==> src/rtl/axi_module_pack.sv <==
// Valid/ready stream width upsizer: packs RATIO narrow beats (lane 0 first) into one
// registered wide word, with flush support that emits a partial word under a keep mask.
module axi_module_pack #(
  parameter int DWIDTH = 8,
  parameter int RATIO  = 4
) (
  input  logic                     aclk_i,
  input  logic                     aresetn_i,
  input  logic                     valid_i,
  output logic                     ready_o,
  input  logic [DWIDTH-1:0]        data_i,
  input  logic                     flush_i,
  output logic                     valid_o,
  input  logic                     ready_i,
  output logic [DWIDTH*RATIO-1:0]  data_o,
  output logic [RATIO-1:0]         keep_o
);

  localparam int CW = (RATIO > 2) ? $clog2(RATIO) : 1;
  localparam int NW = $clog2(RATIO + 1);

  logic [CW-1:0]            r_cnt;
  logic                     r_flush_pend;
  logic [DWIDTH*RATIO-1:0]  r_acc;
  logic                     r_valid;
  logic [DWIDTH*RATIO-1:0]  r_data;
  logic [RATIO-1:0]         r_keep;

  logic                     w_last;
  logic                     w_ready;
  logic                     w_accept;
  logic                     w_out_free;
  logic                     w_freq;
  logic [NW-1:0]            w_n;
  logic                     w_full;
  logic                     w_flush_go;
  logic                     w_load;
  logic [DWIDTH*RATIO-1:0]  w_merged;
  logic [DWIDTH*RATIO-1:0]  w_word;
  logic [RATIO-1:0]         w_mask;

  assign w_last     = (r_cnt == CW'(RATIO - 1));
  // Refuse the closing beat while the previous word is still stalled, and hold off
  // new beats while a flush waits for the output register.
  assign w_ready    = ~r_flush_pend & ~(w_last & r_valid & ~ready_i);
  assign w_accept   = valid_i & w_ready;
  assign w_out_free = ~r_valid | ready_i;
  assign w_freq     = flush_i | r_flush_pend;
  assign w_n        = NW'(r_cnt) + NW'(w_accept);
  assign w_full     = w_accept & w_last;
  assign w_flush_go = w_freq & (w_n != '0) & w_out_free;
  assign w_load     = w_full | w_flush_go;

  genvar gi;
  generate
    for (gi = 0; gi < RATIO; gi++) begin : g_lane
      assign w_merged[gi*DWIDTH +: DWIDTH] =
        (w_accept && (r_cnt == CW'(gi))) ? data_i : r_acc[gi*DWIDTH +: DWIDTH];
      assign w_mask[gi] = (NW'(gi) < w_n);
      assign w_word[gi*DWIDTH +: DWIDTH] =
        w_mask[gi] ? w_merged[gi*DWIDTH +: DWIDTH] : '0;
    end
  endgenerate

  always_ff @(posedge aclk_i or negedge aresetn_i) begin
    if (!aresetn_i) begin
      r_cnt        <= '0;
      r_flush_pend <= 1'b0;
      r_acc        <= '0;
    end else begin
      r_acc        <= w_load ? '0 : w_merged;
      r_flush_pend <= w_freq & ~w_load & (w_n != '0);
      if (w_load)
        r_cnt <= '0;
      else if (w_accept)
        r_cnt <= r_cnt + CW'(1);
    end
  end

  // A load in the same cycle as a downstream transfer simply replaces the word.
  always_ff @(posedge aclk_i or negedge aresetn_i) begin
    if (!aresetn_i) begin
      r_valid <= 1'b0;
      r_data  <= '0;
      r_keep  <= '0;
    end else if (w_load) begin
      r_valid <= 1'b1;
      r_data  <= w_word;
      r_keep  <= w_mask;
    end else if (ready_i) begin
      r_valid <= 1'b0;
    end
  end

  assign ready_o = w_ready;
  assign valid_o = r_valid;
  assign data_o  = r_data;
  assign keep_o  = r_keep;

endmodule
==> config.mk <==
export PLATFORM = sky130hd
export DESIGN_NAME = axi_module_pack
export DESIGN_NICKNAME = d
export VERILOG_FILES = /design/src/rtl/axi_module_pack.sv
export SDC_FILE = /design/constraint.sdc
export NUM_CORES = 1
export LEC_CHECK = 0
export CAP_MARGIN = 20
export CORE_UTILIZATION = 30
export DETAILED_ROUTE_END_ITERATION = 8
export GPL_TIMING_DRIVEN = 0
export PLACE_DENSITY = 0.61
export SLEW_MARGIN = 20
export SYNTH_ARGS = -nofsm -noshare
export SYNTH_HDL_FRONTEND = slang
export SYNTH_SLANG_ARGS = --single-unit
==> constraint.sdc <==
create_clock -name aclk_i -period 2.8 [get_ports aclk_i]
set_clock_uncertainty 0.15 [all_clocks]
set_input_delay 0.84 -clock aclk_i [delete_from_list [all_inputs] [get_ports aclk_i]]
set_output_delay 0.84 -clock aclk_i [all_outputs]
set_load 0.01 [all_outputs]
==> key figures <==
Status
  – Status: complete, no violations

Yosys
  – Mapped Avg Cell Area: between 10 and 15 sq um
  – Synthesized area: 2980 sq um
  – EDFF count, synth: 0
  – Asr flop ratio synth: between 90% and 100%
  – Ys flop type: dfrtp_1
  – Flop and latch count out of synthesis: between 70 and 80
  – Synth Net Count: 280
  – Library cells used by synthesis: 28
  – Yosys Warn Count: 0
  – Register area share after synthesis: 60.4%
  – Mapped Cells: between 200 and 300

Global routing
  – Vias in the first global route: 2177
  – Initial antenna violation count: 0
  – GRT overflow: 0
  – GRT Overall Usage: ~15%
  – Pin count of the biggest net entering global routing: 48
  – First-pass GRT wire length: between 10000 and 15000 um

Clock tree
  – Hold Buf Count CTS: 0
  – CTS Buf Count: 9
  – Root Driver: clkbuf_8
  – Clock buffer depth: 2
  – Worst skew pair latency: around 0.34 ns
  – CTS tree: done
  – Clk sinks: 72
  – Worst-path clk slew: approximately 0.080 ns
  – Htree depth: 3

Place
  – HPWL Detailed: ~4700 um
  – Final Wtd Congestion: roughly 0.83
  – DP Worst Slack: -0.800 ns
  – Port Buffers: 50

Critical path
  – Crit end category: flop
  – R2R Setup Slk: ~0.10 ns
  – Critical path's largest stage delay: around 0.44 ns
  – Crit path max fanout: 6
  – Reg2reg path depth: 13
  – Startpoint type of the worst setup path: flop
  – CP Launch Point: r_cnt[0]$_DFFE_PN0P_
  – Reg2Reg Launch Point: r_cnt[0]$_DFFE_PN0P_
  – CP Cell Sequence: ha_2 > and3b_1 > buf_6 > nor2_4 > ha_4 > inv_2 > ha_4 > o32ai_4 > a21o_1 > buf_6 > bufbuf_16 > nand2_1 > o21ai_1
  – Arrival time worst endpoint: ~2.8 ns
  – Req. time, crit path: between 2 and 3 ns
  – Setup crit end: data_o[19]$_DFFE_PN0P_
  – Slowest cell on crit path: dfrtp_2
  – WS Path Type: reg2reg
  – Reg-to-reg endpoint: data_o[19]$_DFFE_PN0P_

Detailed routing
  – Detailed Routing Iterations Pass 1: 4
  – DR vias: roughly 2100
  – DRT antenna net count: 0
  – Total Wirelength: between 7000 and 8000 um
  – Routed WL per cell: approximately 15 um
  – Detailed Route Iter0 Violations: 144
  – Via density: around 4.5
  – DRC viols: 0

Layout
  – Finished Core Util: about 42%
  – Number of diodes: 0
  – Nets: roughly 360
  – Area grow syn2layout: 36.9%
  – FILL cells: 943
  – Layout cells sized above 1: between 10% and 20%

Flow run
  – Max Cap Viol: 0

Power and ir drop
  – Sw Pwr: ~1.3 mW
  – Leak pwr: 1.92 nW
  – Overall power: 3.81 mW
  – Max VDD drop: 421 uV
  – Int Pwr: between 2 and 2.5 mW
  – Clk pwr share: a little under a fifth
  – Reg power frac: a little under two fifths
  – PwrDens: between 900 and 1000 nW/um^2
  – Sw Ratio: about a third
  – Combinational power share: 43.5%

Timing
  – Final min period: roughly 2.7 ns
  – Final Hold Fails: 0
  – Final setup fails: 0
  – Slew HR: between 70% and 80%
  – Min Hold Slack: between 0.2 and 0.3 ns
  – Part of the cycle the worst path needs: between 90 and 100%
  – Final Slew Violations: 0
  – Fin worst setup slack: 0.100 ns
  – Max Clk Rate: roughly 370 MHz
  – Worst slew pin tran: 0.363 ns

Floorplan
  – Initial Utilization: between 30% and 40%
  – CORE AREA: about 9700 sq um
  – Die Height: a little over 100 um
  – Die ar.: between 10000 and 15000 sq um
  – Row cnt: 36
  – I/O Pins: between 50 and 60
  – Die Width: ~100 um

Min path
  – Hold Crit Class: in2async
[power by group through the flow]
stage	Clock (mW)	Combinational, mW	Sequential (mW)
floorplan	0	0.738	1.50
global placement	0	1.30	1.45
detailed placement	0	1.33	1.46
CTS	0.731	1.63	1.45
global route	0.774	1.82	1.47
finish	0.715	1.66	1.44
[cell families (layout without fill, tap and decap cells)]
family                   Yosys count  after routing  share of synthesized area (%)
AO/OA/AOI/OAI                     41             41                           7.63
buffers and inverters             17             98                           3.86
adder cells (fa/ha/maj)            7              7                           2.93
AND/OR/NAND/NOR                   91             91                           14.5
multiplexers                      32             32                           10.7
flip-flops                        72             72                           60.4
[placed cells by master (no fill, tap or decap), drive strengths merged]
cell type,instances
and3b,1
a21oi,2
nand3b,1
nor3,1
nor3b,3
and2,1
nor2,28
o21bai,1
o21ai,33
inv,4
nand2,41
clkinv,4
o32ai,1
mux2i,32
clkdlybuf4s50,46
bufbuf,1
nand3,1
a21boi,1
buf,28
a21o,2
dfrtp,72
nand2b,5
dlygate4sd2,2
a31oi,1
clkbuf,13
and3,8
ha,7
and2b,1
[critical path: cells and delay by family, from the launching register on]
kind            cells  cell delay, ns
buf+inv             4            0.59
fa+ha+maj           3            0.58
compound gates      3            0.50
flops               1            0.44
simple gates        3            0.36
[layer usage]
metal / wire (um) / global-route usage [%] / vias to the layer above / share of wire [%]
met5: 0 / 0 / - / 0
met4: 44 / 5.69 / 0 / 0.61
met3: 330 / 3.45 / 4 / 4.6
met2: 3300 / 22.3 / 40 / 46
met1: 3550 / 22.4 / 1069 / 49
li1: - / - / 1022 / -
[cells in the mapped netlist (2+ instances only)]
library cell / n / area share, %
a21o_1: 2 / 0.50
nor2_1: 28 / 3.5
nand2b_1: 4 / 0.84
buf_6: 4 / 1.5
buf_2: 5 / 0.84
nand2_1: 39 / 4.9
nand2_2: 2 / 0.42
dfrtp_1: 72 / 60
and3_1: 8 / 1.7
o21ai_1: 32 / 5.4
inv_1: 4 / 0.50
nor3b_2: 3 / 1.3
mux2i_1: 32 / 11
a21oi_1: 2 / 0.34
ha_1: 7 / 2.9
buf_4: 4 / 1.0
[sequential cells by signal, summed over array words and instances (netlist names)]
signal / cells
data_o: 32
valid_o: 1
r_flush_pend: 1
r_cnt: 2
keep_o: 4
r_acc: 32
[worst min-delay path by stage]
stage,depth (start not counted),startpoint,slack (ns),to
finish,1,aresetn_i,0.26,data_o[26]$_DFFE_PN0P_
global route,1,aresetn_i,0.28,data_o[26]$_DFFE_PN0P_
CTS,1,aresetn_i,0.26,data_o[26]$_DFFE_PN0P_
detailed placement,2,keep_o[2]$_DFFE_PN0P_,0.31,keep_o[2]$_DFFE_PN0P_
global placement,2,keep_o[3]$_DFFE_PN0P_,0.31,keep_o[3]$_DFFE_PN0P_
floorplan,1,r_acc[24]$_DFF_PN0_,0.33,r_acc[24]$_DFF_PN0_
[timing repair]
action	in CTS	in global routing
gates cloned	3	0
resized for setup	25	4
pin swaps	3	3
endpoints found under the setup margin	72	64
buffers inserted	7	4
[cell type report]
class                           count  area (sq um)  area share (%)
Multi-Input combinational cell    171          1140            27.9
Inverter                            4          15.0           0.367
Buffer                             13           139            3.40
Clock buffer                       12           145            3.55
Tap cell                          133           166            4.07
Clock inverter                      4          20.0           0.490
Timing Repair Buffer               65           658            16.1
Sequential cell                    72          1800            44.1
[per-stage QoR]
| stage | area, sq um | TNS (ns) | std cells |
|---|---|---|---|
| 6_report | 4090 | 0 | 474 |
| 5_1_grt | 4090 | -0.00849 | 474 |
| 4_1_cts | 4060 | 0 | 470 |
| 3_5_place_dp | 3690 | -52.79 | 444 |
| 3_3_place_gp | 3670 | -172.02 | 443 |
| 2_1_floorplan | 3000 | 0 | 260 |
Note: power is estimated with default switching activity, not from simulation.
